--- src/rtl/game_input_conditioner_if.sv ---
// Board-side bundle for the game input conditioner: raw pins and tile mask in,
// conditioned pulses and tile selection out.
interface game_input_conditioner_if;
    logic [2:0] KEY;
    logic [9:0] SW;
    logic [9:0] tile_on;
    logic       select1;
    logic       select2;
    logic       userquit;
    logic [9:0] sw_clean;
    logic [3:0] sel_index;
    logic       sel_valid;
    logic       sel_err;

    modport master (
        output KEY, SW, tile_on,
        input  select1, select2, userquit, sw_clean, sel_index, sel_valid, sel_err
    );

    modport slave (
        input  KEY, SW, tile_on,
        output select1, select2, userquit, sw_clean, sel_index, sel_valid, sel_err
    );
endinterface

--- src/rtl/game_input_conditioner.sv ---
// Game input conditioner: synchronises and debounces KEY/SW, turns accepted
// button presses into single-cycle select1/select2/userquit/sel_err pulses and
// publishes a validated one-hot tile selection for the in-game FSM.
module game_input_conditioner #(
    parameter int unsigned DEBOUNCE_CYCLES = 1000000,
    parameter int unsigned CNT_W           = 20,
    parameter int unsigned SYNC_STAGES     = 2
) (
    input logic                      CLOCK_50,
    input logic                      resetn,
    game_input_conditioner_if.slave  bus
);

    localparam logic [CNT_W-1:0] CNT_LAST = CNT_W'(DEBOUNCE_CYCLES - 1);
    localparam logic [2:0]       KEYS_UP  = 3'b111;
    localparam logic [0:0]       ST_IDLE  = 1'b0;
    localparam logic [0:0]       ST_HELD  = 1'b1;

    logic [SYNC_STAGES-1:0][2:0] key_sync;
    logic [SYNC_STAGES-1:0][9:0] sw_sync;
    logic [SYNC_STAGES-1:0]      sync_vld;
    logic [2:0]                  key_s;
    logic [9:0]                  sw_s;
    logic                        sync_full;

    logic [2:0][CNT_W-1:0]       key_cnt;
    logic [2:0]                  key_stable;
    logic [2:0]                  key_prev;
    logic [2:0]                  key_fall;

    logic [CNT_W-1:0]            sw_cnt;
    logic [9:0]                  sw_last;
    logic [9:0]                  sw_clean_r;

    logic [3:0]                  ones_c;
    logic [3:0]                  idx_c;
    logic                        valid_c;
    logic [3:0]                  sel_index_r;
    logic                        sel_valid_r;

    logic [0:0]                  state;
    logic                        armed;
    logic                        select1_r;
    logic                        select2_r;
    logic                        userquit_r;
    logic                        sel_err_r;

    assign key_s     = key_sync[SYNC_STAGES-1];
    assign sw_s      = sw_sync[SYNC_STAGES-1];
    assign sync_full = sync_vld[SYNC_STAGES-1];
    assign key_fall  = key_prev & ~key_stable;

    // Synchroniser chains; sync_vld marks when the chain output is a real pin sample
    always_ff @(posedge CLOCK_50 or negedge resetn) begin
        if (!resetn) begin
            key_sync <= '1;
            sw_sync  <= '0;
            sync_vld <= '0;
        end else begin
            key_sync[0] <= bus.KEY;
            sw_sync[0]  <= bus.SW;
            sync_vld[0] <= 1'b1;
            for (int unsigned i = 1; i < SYNC_STAGES; i++) begin
                key_sync[i] <= key_sync[i-1];
                sw_sync[i]  <= sw_sync[i-1];
                sync_vld[i] <= sync_vld[i-1];
            end
        end
    end

    // Per-button debounce: accept a level once it differs from stable for DEBOUNCE_CYCLES cycles
    always_ff @(posedge CLOCK_50 or negedge resetn) begin
        if (!resetn) begin
            key_cnt    <= '0;
            key_stable <= KEYS_UP;
        end else begin
            for (int unsigned i = 0; i < 3; i++) begin
                if (key_s[i] == key_stable[i]) begin
                    key_cnt[i] <= '0;
                end else if (key_cnt[i] == CNT_LAST) begin
                    key_stable[i] <= key_s[i];
                    key_cnt[i]    <= '0;
                end else begin
                    key_cnt[i] <= key_cnt[i] + 1'b1;
                end
            end
        end
    end

    // Switch-vector debounce: one counter, any bit change restarts the count
    // (a change counts as the first cycle of the new value, keeping latency equal to the keys)
    always_ff @(posedge CLOCK_50 or negedge resetn) begin
        if (!resetn) begin
            sw_cnt     <= '0;
            sw_last    <= '0;
            sw_clean_r <= '0;
        end else begin
            sw_last <= sw_s;
            if (sw_s == sw_clean_r) begin
                sw_cnt <= '0;
            end else if (sw_s != sw_last) begin
                sw_cnt <= CNT_W'(1);
            end else if (sw_cnt == CNT_LAST) begin
                sw_clean_r <= sw_s;
                sw_cnt     <= '0;
            end else begin
                sw_cnt <= sw_cnt + 1'b1;
            end
        end
    end

    // Decode the sole raised switch and check it against already-matched tiles
    always_comb begin
        ones_c = '0;
        idx_c  = 4'hF;
        for (int unsigned i = 0; i < 10; i++) begin
            if (sw_clean_r[i]) begin
                ones_c = ones_c + 4'd1;
                idx_c  = 4'(i);
            end
        end
        if (ones_c != 4'd1) begin
            idx_c = 4'hF;
        end
        valid_c = (ones_c == 4'd1) && ((sw_clean_r & bus.tile_on) == '0);
    end

    // Register the selection so it lags sw_clean by one cycle
    always_ff @(posedge CLOCK_50 or negedge resetn) begin
        if (!resetn) begin
            sel_index_r <= 4'hF;
            sel_valid_r <= 1'b0;
        end else begin
            sel_index_r <= idx_c;
            sel_valid_r <= valid_c;
        end
    end

    // Shared press FSM: one event per press, quit > select1 > select2.
    // armed stays low after reset until the keys are seen released, so a press
    // straddling reset release never produces a pulse.
    always_ff @(posedge CLOCK_50 or negedge resetn) begin
        if (!resetn) begin
            state      <= ST_IDLE;
            armed      <= 1'b0;
            key_prev   <= KEYS_UP;
            select1_r  <= 1'b0;
            select2_r  <= 1'b0;
            userquit_r <= 1'b0;
            sel_err_r  <= 1'b0;
        end else begin
            key_prev   <= key_stable;
            select1_r  <= 1'b0;
            select2_r  <= 1'b0;
            userquit_r <= 1'b0;
            sel_err_r  <= 1'b0;
            if (sync_full && (key_s == KEYS_UP) && (key_stable == KEYS_UP)) begin
                armed <= 1'b1;
            end
            case (state)
                ST_IDLE: begin
                    if (armed && (key_fall != '0)) begin
                        state <= ST_HELD;
                        if (key_fall[2]) begin
                            userquit_r <= 1'b1;
                        end else if (key_fall[0]) begin
                            if (sel_valid_r) select1_r <= 1'b1;
                            else             sel_err_r <= 1'b1;
                        end else begin
                            if (sel_valid_r) select2_r <= 1'b1;
                            else             sel_err_r <= 1'b1;
                        end
                    end
                end
                default: begin
                    if (key_stable == KEYS_UP) begin
                        state <= ST_IDLE;
                    end
                end
            endcase
        end
    end

    assign bus.select1   = select1_r;
    assign bus.select2   = select2_r;
    assign bus.userquit  = userquit_r;
    assign bus.sel_err   = sel_err_r;
    assign bus.sw_clean  = sw_clean_r;
    assign bus.sel_index = sel_index_r;
    assign bus.sel_valid = sel_valid_r;

endmodule

--- src/flat_wrapper.sv ---
// flat-port wrapper written by rule: the top's interface ports become plain ports
module game_input_conditioner_flat 
#(
    parameter int unsigned DEBOUNCE_CYCLES = 1000000,
    parameter int unsigned CNT_W           = 20,
    parameter int unsigned SYNC_STAGES     = 2
)
  (CLOCK_50, resetn, bus_KEY, bus_SW, bus_tile_on, bus_select1, bus_select2, bus_userquit, bus_sw_clean, bus_sel_index, bus_sel_valid, bus_sel_err);
  game_input_conditioner_if bus_i ();
  input logic CLOCK_50;
  input logic resetn;
  input wire logic [$bits(bus_i.KEY)-1:0] bus_KEY;
  input wire logic [$bits(bus_i.SW)-1:0] bus_SW;
  input wire logic [$bits(bus_i.tile_on)-1:0] bus_tile_on;
  output wire logic [$bits(bus_i.select1)-1:0] bus_select1;
  output wire logic [$bits(bus_i.select2)-1:0] bus_select2;
  output wire logic [$bits(bus_i.userquit)-1:0] bus_userquit;
  output wire logic [$bits(bus_i.sw_clean)-1:0] bus_sw_clean;
  output wire logic [$bits(bus_i.sel_index)-1:0] bus_sel_index;
  output wire logic [$bits(bus_i.sel_valid)-1:0] bus_sel_valid;
  output wire logic [$bits(bus_i.sel_err)-1:0] bus_sel_err;
  assign bus_i.KEY = bus_KEY;
  assign bus_i.SW = bus_SW;
  assign bus_i.tile_on = bus_tile_on;
  assign bus_select1 = bus_i.select1;
  assign bus_select2 = bus_i.select2;
  assign bus_userquit = bus_i.userquit;
  assign bus_sw_clean = bus_i.sw_clean;
  assign bus_sel_index = bus_i.sel_index;
  assign bus_sel_valid = bus_i.sel_valid;
  assign bus_sel_err = bus_i.sel_err;
  game_input_conditioner #(.DEBOUNCE_CYCLES(DEBOUNCE_CYCLES), .CNT_W(CNT_W), .SYNC_STAGES(SYNC_STAGES)) u_core (.CLOCK_50(CLOCK_50), .resetn(resetn), .bus(bus_i));
endmodule
--- config.mk ---
export PLATFORM = sky130hd
export DESIGN_NAME = game_input_conditioner_flat
export DESIGN_NICKNAME = d
export VERILOG_FILES = /design/src/rtl/game_input_conditioner_if.sv /design/src/rtl/game_input_conditioner.sv /design/src/flat_wrapper.sv
export SDC_FILE = /design/constraint.sdc
export NUM_CORES = 1
export LEC_CHECK = 0
export ABC_AREA = 1
export CORE_UTILIZATION = 32
export CTS_BUF_LIST = sky130_fd_sc_hd__clkbuf_4 sky130_fd_sc_hd__clkbuf_8
export CTS_CLUSTER_DIAMETER = 100
export DETAILED_ROUTE_END_ITERATION = 16
export HOLD_SLACK_MARGIN = 0.15
export PLACE_DENSITY = 0.48
export SYNTH_ARGS = -nofsm -noshare
export SYNTH_HDL_FRONTEND = slang
export SYNTH_SLANG_ARGS = --single-unit
--- constraint.sdc ---
create_clock -name CLOCK_50 -period 8.4 [get_ports CLOCK_50]
set_clock_uncertainty 0.05 [all_clocks]
set_input_delay 1.68 -clock CLOCK_50 [delete_from_list [all_inputs] [get_ports CLOCK_50]]
set_output_delay 1.68 -clock CLOCK_50 [all_outputs]
set_load 0.02 [all_outputs]
Word-level counts from Yosys, hierarchy flattened
Cells that the tools add are included.
Widths: inputs -> output; s select.
- flip-flop bits (word level): 145
- bits of input ports: 25
- output and inout bits: 19
- word-level logic and storage cells: 116
- add/subtract/negate cells: 13
- equal/unequal tests: 13
- mux-type cells: 49
- bitwise logic cells: 8
- reduce and logical (&&, ||, !) cells: 10
- operators with widths (cell ; number):
    $mux 20 ; 9
    $add 20x1->20 const B ; 4
    $eq 20x20->1 const B ; 4
    $mux 4 ; 20
    $add 4x1->4 const B ; 8
    $mux 1 ; 20
    $and 10x10->10 ; 1
    $eq 10x10->1 ; 1
    $logic_not 10->1 ; 1
    $ne 10x10->1 ; 1
    $eq 3x3->1 const B ; 2
    $reduce_and 2->1 ; 3
    $not 1->1 ; 5
    $eq 4x1->1 const B ; 1
    $logic_and 1x1->1 ; 4
    $ne 4x1->1 const B ; 1
    $and 3x3->3 ; 1
    $eq 1x1->1 ; 3
    $not 3->3 ; 1
    $reduce_and 3->1 ; 1
    $reduce_bool 3->1 ; 1
    $add 1x1->2 const B ; 1

Longest topological paths before layout
Gate-level depths: netlist (run 1).
- depth after elaboration: 21
- gate-level depth with buffers: 33
- depth with buffers taken out: 33

Worst setup path after synthesis (run 1)
OpenSTA, ideal clock, no wires.
- path type: register to register
- start point: register u_core.sw_clean_r[0] (netlist: u_core.bus.sw_clean[0])
- end point: register u_core.sel_valid_r (netlist: u_core.bus.sel_valid)
- setup time: 69 ps
- data arrival time: 4830 ps
- data required time: 8281 ps
- slack: 3450 ps
- cell stages (with the launch flop): 34
- path buffers: 0
- clock period less this slack: 4950 ps
- path through: dfrtp_1 inv_1 ha_1 inv_1 nand2_1 nand2_1 ha_1 nand2_1 nand2_1 ha_1 or2_1 nand2_1 inv_1 ha_1 nand2_1 nand2_1 ha_1 or2_2 nand2_1 inv_1 ha_1 nand2_1 nand2_1 ha_1 nand2_1 nand2_1 ha_1 nand2_1 nand2_1 inv_1 nand3_2 nor2_4 nand3_2 nor2_2
- longest elaborated chain between the ends: 21
- elaborated cells between the ends (all ways): 23
- classes of those cells: 9 x add/sub; 1 x eq/ne; 10 x mux; 1 x bitwise; 2 x reduce/logical
- RTL lines (what ; line ; source):
    start, declared ; game_input_conditioner.sv:33 ; logic [9:0] sw_clean_r;
    start signal, assigned ; game_input_conditioner.sv:104 ; sw_clean_r <= sw_s;
    $mux 1 ; game_input_conditioner.sv:117 ; if (sw_clean_r[i]) begin
    $add 1x1->2 ; game_input_conditioner.sv:118 ; ones_c = ones_c + 4'd1;
    $mux 4 ; game_input_conditioner.sv:117 ;
    $add 4x1->4 ; game_input_conditioner.sv:118 ;
    $mux 4 ; game_input_conditioner.sv:117 ;
    $add 4x1->4 ; game_input_conditioner.sv:118 ;
    $mux 4 ; game_input_conditioner.sv:117 ;
    $add 4x1->4 ; game_input_conditioner.sv:118 ;
    [... 6 more ...] ; -- ;
    $mux 4 ; game_input_conditioner.sv:117 ;
    $add 4x1->4 ; game_input_conditioner.sv:118 ;
    $mux 4 ; game_input_conditioner.sv:117 ;
    $add 4x1->4 ; game_input_conditioner.sv:118 ;
    $mux 4 ; game_input_conditioner.sv:117 ;
    $eq 4x1->1 ; game_input_conditioner.sv:125 ; valid_c = (ones_c == 4'd1) && ((sw_clean_r & bus.tile_on) == '0);
    $logic_and 1x1->1 (*) ; game_input_conditioner.sv:125 ;
    net u_core.valid_c ; game_input_conditioner.sv:37 ; logic valid_c;
    end signal, assigned ; game_input_conditioner.sv:135 ; sel_valid_r <= valid_c;
    end, declared ; game_input_conditioner.sv:39 ; logic sel_valid_r;
The timed path passes the listed nets; every way through them passes the cells marked *.
A chain may end at the register's enable or synchronous reset.

Worst setup path in the final report (run 1)
Same ends and word-level chain as after synthesis.

==> out/qor.txt, run 1 <==
CRITICAL PATH
--------------------------------------------------------------------------------------
R2R cell count ..........................................................           33
Critical path origin .................................................... u_core.bus.sw_clean[0]
CP endpoint kind ........................................................         flop
Largest stage delay, worst path .........................................      0.50 ns
Cell repeated most along the worst path .................................      nand2_1
Crit start category .....................................................         flop
Type of the worst setup path ............................................ flop to flop
Crit-path max FO ........................................................            7
Req. time, crit path ....................................................      8.74 ns
Critical Path AT ........................................................      5.60 ns
R2R Path Start .......................................................... u_core.bus.sw_clean[0]
Capturing point of the worst reg2reg path ............................... u_core.bus.sel_valid
Minimum setup slack among reg-to-reg paths ..............................      3.14 ns
Library cell contributing the largest single delay on the critical path .      dfrtp_1

DETAILED ROUTING
--------------------------------------------------------------------------------------
Metal1 wirelength .......................................................     7.511 mm
Routed length per instance ..............................................     12.38 µm
Via/cell ratio ..........................................................        4.540
Routed Wire Length ......................................................     14.76 mm
DR iter-0 viols .........................................................          226
Overall via count from detail_route .....................................         5412
Top layer reached by signal wires .......................................         met4
Detailed-router iteration count before antenna repair ...................            7
Routed length on met2 ...................................................     6.636 mm
Routed Antenna Nets .....................................................            0
Length of routed met3 wiring ............................................       395 µm
DRC violation count after routing .......................................            0

CTS
--------------------------------------------------------------------------------------
Clock network latency to the later pin of the worst-skew pair ...........      0.45 ns
Number of buffers added to fix hold violations after cts ................            0
CTS Buf Count ...........................................................           17
Clock-pin transition on the worst setup and hold timing paths ...........      0.09 ns
Max clock buf depth .....................................................            2
TritonCTS clock tree ....................................................          yes
CTS sink count ..........................................................          145
Cells resized by post-CTS repair ........................................            0
CTS Root Cell ...........................................................     clkbuf_8
Setup bufs post-CTS .....................................................            0
# H-tree levels .........................................................            4

FINISH
--------------------------------------------------------------------------------------
Leading cell type in the layout, fill and taps excluded .................      nand2_1
Total area of sequential cells .......................................... 0.003649 mm²
Share of cells above drive strength 1 ...................................       0.1488
Area of the multi-input gates ........................................... 0.003142 mm²
Fill count ..............................................................         2302
Post-synthesis to final-layout area growth ..............................       15.24%
Highest-count cells in the layout ignoring fill and taps ................ nand2_1, inv_1, dfrtp_1
Final core occ ..........................................................       0.3761
Final-stage net count ...................................................          933
Ant diodes ..............................................................            0

PWR
--------------------------------------------------------------------------------------
Power dissipated by switching net loads .................................    0.3228 mW
Part of the total power dissipated in the clock network .................        0.431
Maximum VDD drop ........................................................   0.08985 mV
Leakage power figure ....................................................     3.785 nW
Sequential share of power ...............................................        0.533
Combinational cell fraction of total power ..............................        0.035
Switching portion of total power ........................................       0.2391
Internal Dissipation ....................................................     1.027 mW
Pwr/cell area ........................................................... 158.6 mW/mm²

STA
--------------------------------------------------------------------------------------
Slew at the pin with the worst max-slew slack ...........................    0.8567 ns
Final period utilization ................................................       0.6265
Number of setup violations in the final report ..........................            0
Final-report hold violation count .......................................            0
Headroom to the max-slew limit ..........................................       0.4288
Final critical-path required period .....................................     5.263 ns
Number of slew-limit violations in the final report .....................            0
Worst-case hold slack ...................................................    0.2947 ns
Max Fclk ................................................................    190.0 MHz
Total negative setup slack ..............................................         0 ns
Setup repair after global routing missed its margin .....................        false

GLOBAL ROUTING
--------------------------------------------------------------------------------------
Vias in the first global route ..........................................         5483
Pin count of the biggest net entering global routing ....................           79
Number of antenna violations at the first check in global routing .......            0
Total global routing track utilization ..................................       0.1381
Global-route wire length before repair ..................................     26.09 mm
Grt ovf .................................................................            0

SYNTH
--------------------------------------------------------------------------------------
Number of enable-type register cells in the synthesized netlist .........            0
Cell type with the largest total area after synthesis ...................      dfrtp_1
Primary FF master, synth ................................................      dfrtp_1
Yosys top cell area share ...............................................       0.4369
Portion of the post-synthesis area used by sequential elements ..........       0.4938
Cells after Synth .......................................................          843
Number of warnings issued by yosys ......................................            0
Main area contributors after synthesis .................................. dfrtp_1, nand2_1, inv_1
Syn_area_per_cell .......................................................    8.764 µm²
Synthesized net count ...................................................          882
Number of library cell types mapped by synthesis ........................           47
Count of state elements after synthesis .................................          145
Post-synth ARST share ...................................................        1.000
Post-synthesis instance area ............................................ 0.007388 mm²

PLACE
--------------------------------------------------------------------------------------
Port buffer count .......................................................           43
Final HPWL DP ...........................................................     10.63 mm
Routability congestion estimate from global placement ...................       0.8380

FLOORPLANNING
--------------------------------------------------------------------------------------
Number of core rows .....................................................           55
Die outline width .......................................................     154.0 µm
Die outline area ........................................................  0.02370 mm²
Effective utilization at floorplan ......................................       0.3263
Top-level I/O count .....................................................           44
Core footprint ..........................................................  0.02264 mm²
Y dimension of the die ..................................................     154.0 µm

MIN PATH
--------------------------------------------------------------------------------------
Hold Crit Depth .........................................................            0
Worst min-delay path endpoint ........................................... u_core.sw_s[5]
Hold Crit Start ......................................................... u_core.sw_sync[5]
Path class of the lowest-slack min-delay path ........................... flop to flop

FLOW RUN
--------------------------------------------------------------------------------------
Max-capacitance violation count .........................................            0

RUN STATUS
--------------------------------------------------------------------------------------
Result of the run .......................................................    completed

cell type report:
| class | count | share of cell area |
|---|---|---|
| sequential | 145 | 0.4285 |
| multi-input combinational | 551 | 0.3690 |
| inverter | 135 | 0.05981 |
| timing repair buffer | 44 | 0.05158 |
| tap | 285 | 0.04188 |
| clock buffer | 17 | 0.02748 |
| clock inverter | 15 | 0.02175 |
cells in the mapped netlist, types with 4 or more instances:
master,n
nand2_1,143
nand4_1,23
nand2_2,11
a21oi_1,31
nor3_2,9
xor2_1,16
o21ai_0,26
nand3_1,39
dfstp_2,16
nor2_2,9
nor2_1,90
inv_1,130
nand3_2,19
nor3b_1,6
dfrtp_1,129
mux2_2,5
or2_2,8
nor3_1,33
xnor2_1,13
nor4_1,11
buf_4,5
ha_1,14
nand2_4,13
inv_2,4
worst max path at each step:
stage | endpoint | depth (start not counted)
floorplan | u_core.bus.sel_valid | 33
global placement | u_core.bus.sel_valid | 33
detailed placement | u_core.bus.sel_valid | 33
CTS | u_core.bus.sel_valid | 33
global route | u_core.bus.sel_valid | 33
finish | u_core.bus.sel_valid | 33
stage by stage:
step                instances  setup slack [ns]  power [mW]  cell area, µm²
global route             1192             2.599       1.415            8514
finish                   1192             3.137       1.350            8514
CTS                      1192             3.109       1.377            8514
global placement         1160             3.270      0.7842            8095
floorplan                 843             3.450      0.7497            7388
detailed placement       1160             3.168      0.7839            8095
routing by layer:
| metal | up-vias | global-route usage |
|---|---|---|
| met3 | 16 | 0.02959 |
| met5 | - | 0 |
| met4 | 0 | 0.05190 |
| met1 | 2506 | 0.1851 |
| li1 | 2821 | - |
| met2 | 69 | 0.2182 |
state kept, by name (all words and copies together), names as in the netlist, 2 cells and up:
name                  flops
u_core.sw_sync           10
u_core.bus.sel_index      4
u_core.key_s              3
u_core.sw_cnt            20
u_core.key_cnt           60
u_core.key_stable         3
u_core.sw_last           10
u_core.key_sync           3
u_core.key_prev           3
u_core.sw_s              10
u_core.bus.sw_clean      10
u_core.sync_vld           2
kinds of logic after synthesis:
group           share of synthesized area
compound gates                    0.06029
xor+xnor                          0.03438
fa+ha+maj                         0.02371
buf+inv                           0.08095
flops                              0.4938
mux                              0.007620
other cells                     0.0005076
simple gates                       0.2987
power by group through the flow:
stage               logic, mW  clock network, mW  registers, mW
floorplan              0.0184                  0          0.731
global placement       0.0503                  0          0.734
detailed placement     0.0500                  0          0.734
CTS                    0.0501              0.607          0.720
global route           0.0557              0.638          0.722
finish                 0.0478              0.582          0.720
critical path, delay by kind of cell (launching register included):
kind / cells / cell delay (ns)
buffers and inverters: 5 / 0.34
and+or+nand+nor: 20 / 2.04
adders and majority gates: 8 / 2.24
DFF: 1 / 0.50
Note: power is estimated with default switching activity, not from simulation.
==> run 2, diff against run 1 <==
==> constraint.sdc (replaced) <==
create_clock -name CLOCK_50 -period 5.49 [get_ports CLOCK_50]
set_clock_uncertainty 0.05 [all_clocks]
set_input_delay 1.098 -clock CLOCK_50 [delete_from_list [all_inputs] [get_ports CLOCK_50]]
set_output_delay 1.098 -clock CLOCK_50 [all_outputs]
set_load 0.02 [all_outputs]
==> run 2 against run 1 <==
Largest power group unchanged. Wire length is 0.18% lower. Critical endpoint unchanged. Via count up 0.26%. Sequential cell count stayed put.
==> out/qor.txt, run 2 (synthesized netlist as in run 1, its figures left out) <==
STA
--------------------------------------------------------------------------------------
Max Fclk ................................................................    195.6 MHz   +2.9%
Slew at the pin with the worst max-slew slack ...........................    0.6897 ns   -0.1670 ns
Final-report hold violation count .......................................            0   unchanged
Final critical-path required period .....................................     5.112 ns   -0.1505 ns
Headroom to the max-slew limit ..........................................       0.5402   +0.1114
Total negative setup slack ..............................................         0 ns   unchanged
Number of setup violations in the final report ..........................            0   unchanged
Number of slew-limit violations in the final report .....................            0   unchanged
Final period utilization ................................................       0.9312   +0.3047
Setup repair after global routing missed its margin .....................        false
Worst-case hold slack ...................................................    0.3009 ns   +0.006171 ns

CTS
--------------------------------------------------------------------------------------
# H-tree levels .........................................................            4   unchanged
CTS Buf Count ...........................................................           17   unchanged
CTS sink count ..........................................................          145   unchanged
Clock network latency to the later pin of the worst-skew pair ...........      0.44 ns   about the same
TritonCTS clock tree ....................................................          yes
Max clock buf depth .....................................................            2   unchanged
Clock-pin transition on the worst setup and hold timing paths ...........      0.09 ns   about the same
CTS Root Cell ...........................................................     clkbuf_8

GLOBAL ROUTING
--------------------------------------------------------------------------------------
Global-route track usage on met1 ........................................       0.1854   +0.0003453
Global-route wire length before repair ..................................     26.17 mm   +0.32%
Vias in the first global route ..........................................         5476   -0.13%
Global-route track usage on met2 ........................................       0.2199   +0.001732
Grt ovf .................................................................            0   unchanged
Number of antenna violations at the first check in global routing .......            0   unchanged
Busiest grt layer .......................................................         met2
Met3 Use GR .............................................................      0.03157   +0.001973
Total global routing track utilization ..................................       0.1379   -0.0002027
Pin count of the biggest net entering global routing ....................           76   -3.8%

CRITICAL PATH
--------------------------------------------------------------------------------------
Req. time, crit path ....................................................      5.82 ns   -2.92 ns
Critical path origin .................................................... u_core.bus.sw_clean[0]
Largest stage delay, worst path .........................................      0.44 ns   -0.06 ns
Critical Path AT ........................................................      5.45 ns   -0.15 ns
Type of the worst setup path ............................................ flop to flop
Crit-path max FO ........................................................            5   -2
R2R Path Start .......................................................... u_core.bus.sw_clean[0]
CP endpoint kind ........................................................         flop
Library cell contributing the largest single delay on the critical path .      dfrtp_2
Cell repeated most along the worst path .................................      nand2_1
Crit start category .....................................................         flop

FINISH
--------------------------------------------------------------------------------------
Ant diodes ..............................................................            0   unchanged
Post-synthesis to final-layout area growth ..............................       15.77%
Final-stage net count ...................................................          935   +0.21%
Share of cells above drive strength 1 ...................................       0.1584   +0.009574
Number of flip-flops in the largest register ............................           60   unchanged
Largest regs ............................................................ u_core.key_cnt x60, u_core.sw_cnt x20
Leading cell type in the layout, fill and taps excluded .................      nand2_1
Highest-count cells in the layout ignoring fill and taps ................ nand2_1, inv_1, dfrtp_1
Register with the highest flop count .................................... u_core.key_cnt

FLOORPLANNING
--------------------------------------------------------------------------------------
Number of core rows .....................................................           55   unchanged
Effective utilization at floorplan ......................................       0.3263   unchanged
Y dimension of the die ..................................................     154.0 µm   unchanged
Die outline area ........................................................  0.02370 mm²   unchanged
Core footprint ..........................................................  0.02264 mm²   unchanged
Top-level I/O count .....................................................           44   unchanged
Die outline width .......................................................     154.0 µm   unchanged

DETAILED ROUTING
--------------------------------------------------------------------------------------
Routed Antenna Nets .....................................................            0   unchanged
Routed Wire Length ......................................................     14.73 mm   -0.18%
Detailed-router iteration count before antenna repair ...................            5   -2
Overall via count from detail_route .....................................         5426   +0.26%
DRC violation count after routing .......................................            0   unchanged
Routed length per instance ..............................................     12.34 µm   -0.34%
DR iter-0 viols .........................................................          271   +20%
Via/cell ratio ..........................................................        4.544   about the same

FLOW RUN
--------------------------------------------------------------------------------------
Max-capacitance violation count .........................................            0   unchanged

PWR
--------------------------------------------------------------------------------------
Pwr/cell area ........................................................... 241.4 mW/mm²   +52%
Maximum VDD drop ........................................................    0.1293 mV   +44%
Leakage power figure ....................................................     3.783 nW   about the same
Total power of the final layout .........................................     2.065 mW   +53%

PLACE
--------------------------------------------------------------------------------------
Port buffer count .......................................................           43   unchanged
Final HPWL DP ...........................................................     10.68 mm   +0.46%
Routability congestion estimate from global placement ...................       0.8012   -4.4%

MIN PATH
--------------------------------------------------------------------------------------
Path class of the lowest-slack min-delay path ........................... flop to flop
Hold Crit Start ......................................................... u_core.sw_sync[7]

RUN STATUS
--------------------------------------------------------------------------------------
Result of the run .......................................................    completed

==> run 2: cell count changes in the layout (fill, tap and decap cells not counted) <==
cell        change
dfrtp_1         -2
nand2_2         +4
ha_4            +1
buf_4           +2
inv_8           +1
inv_6           +1
nand2_1         -4
ha_1            -1
dfrtp_2         +2
clkinvlp_4      +3
clkinv_4        -5
==> run 2: repair_timing <==
action | 4_1_cts | 5_1_grt
hold buffers | 0 | 0
buffers inserted | 0 | 1
setup endpoints to repair | 0 | 5
gates resized for setup | 0 | 7
==> run 2: through the flow <==
| step | std cells | util | cell area [µm²] | worst slack [ns] |
|---|---|---|---|---|
| 3_3_place_gp | 1161 | 0.3579 | 8103 | 0.3382 |
| 3_5_place_dp | 1161 | 0.3579 | 8103 | 0.2517 |
| 5_1_grt | 1194 | 0.3778 | 8553 | 0.001155 |
| 6_report | 1194 | 0.3778 | 8553 | 0.3776 |
| 2_1_floorplan | 843 | - | 7388 | 0.5405 |
| 4_1_cts | 1193 | 0.3763 | 8521 | 0.1894 |
==> run 2: final timing paths <==
path,end,slack [ns],depth (start not counted)
min in group asynchronous,u_core.key_cnt[7],0.63,1
max,u_core.bus.sel_valid,0.38,34
min,u_core.sw_s[7],0.30,0
max reg2reg,u_core.bus.sel_valid,0.38,34
max in group asynchronous,u_core.sw_s[9],3.74,2
min reg2reg,u_core.sw_s[7],0.30,0
==> run 2: final cells by class <==
| class | count | area (µm²) |
|---|---|---|
| timing repair buffer | 46 | 454.2 |
| clock buffer | 17 | 234.0 |
| fill | 2275 | 14090 |
| inverter | 135 | 509.2 |
| tap | 285 | 356.6 |
| clock inverter | 15 | 183.9 |
| multi-input combinational | 551 | 3164 |
| sequential | 145 | 3651 |
==> run 2: critical path: cells and delay by family (launching register included) <==
| kind | cells | cell delay (ns) |
|---|---|---|
| fa+ha+maj | 8 | 2.10 |
| buf+inv | 6 | 0.44 |
| flops | 1 | 0.44 |
| simple gates | 20 | 2.03 |
==> run 2: where the power goes <==
part | leakage [nW] | switching [mW] | internal [mW]
Clock | 0.197 | 0.435 | 0.455
Sequential | 1.88 | 0.0128 | 1.09
Combinational | 1.71 | 0.0444 | 0.0296
==> run 2: per-layer routing <==
layer,routed length [µm],part of all wire,up-vias
met5,0,0,-
met4,164,0.011,0
met3,381,0.026,11
met2,6572,0.45,68
met1,7615,0.52,2524
li1,-,-,2823
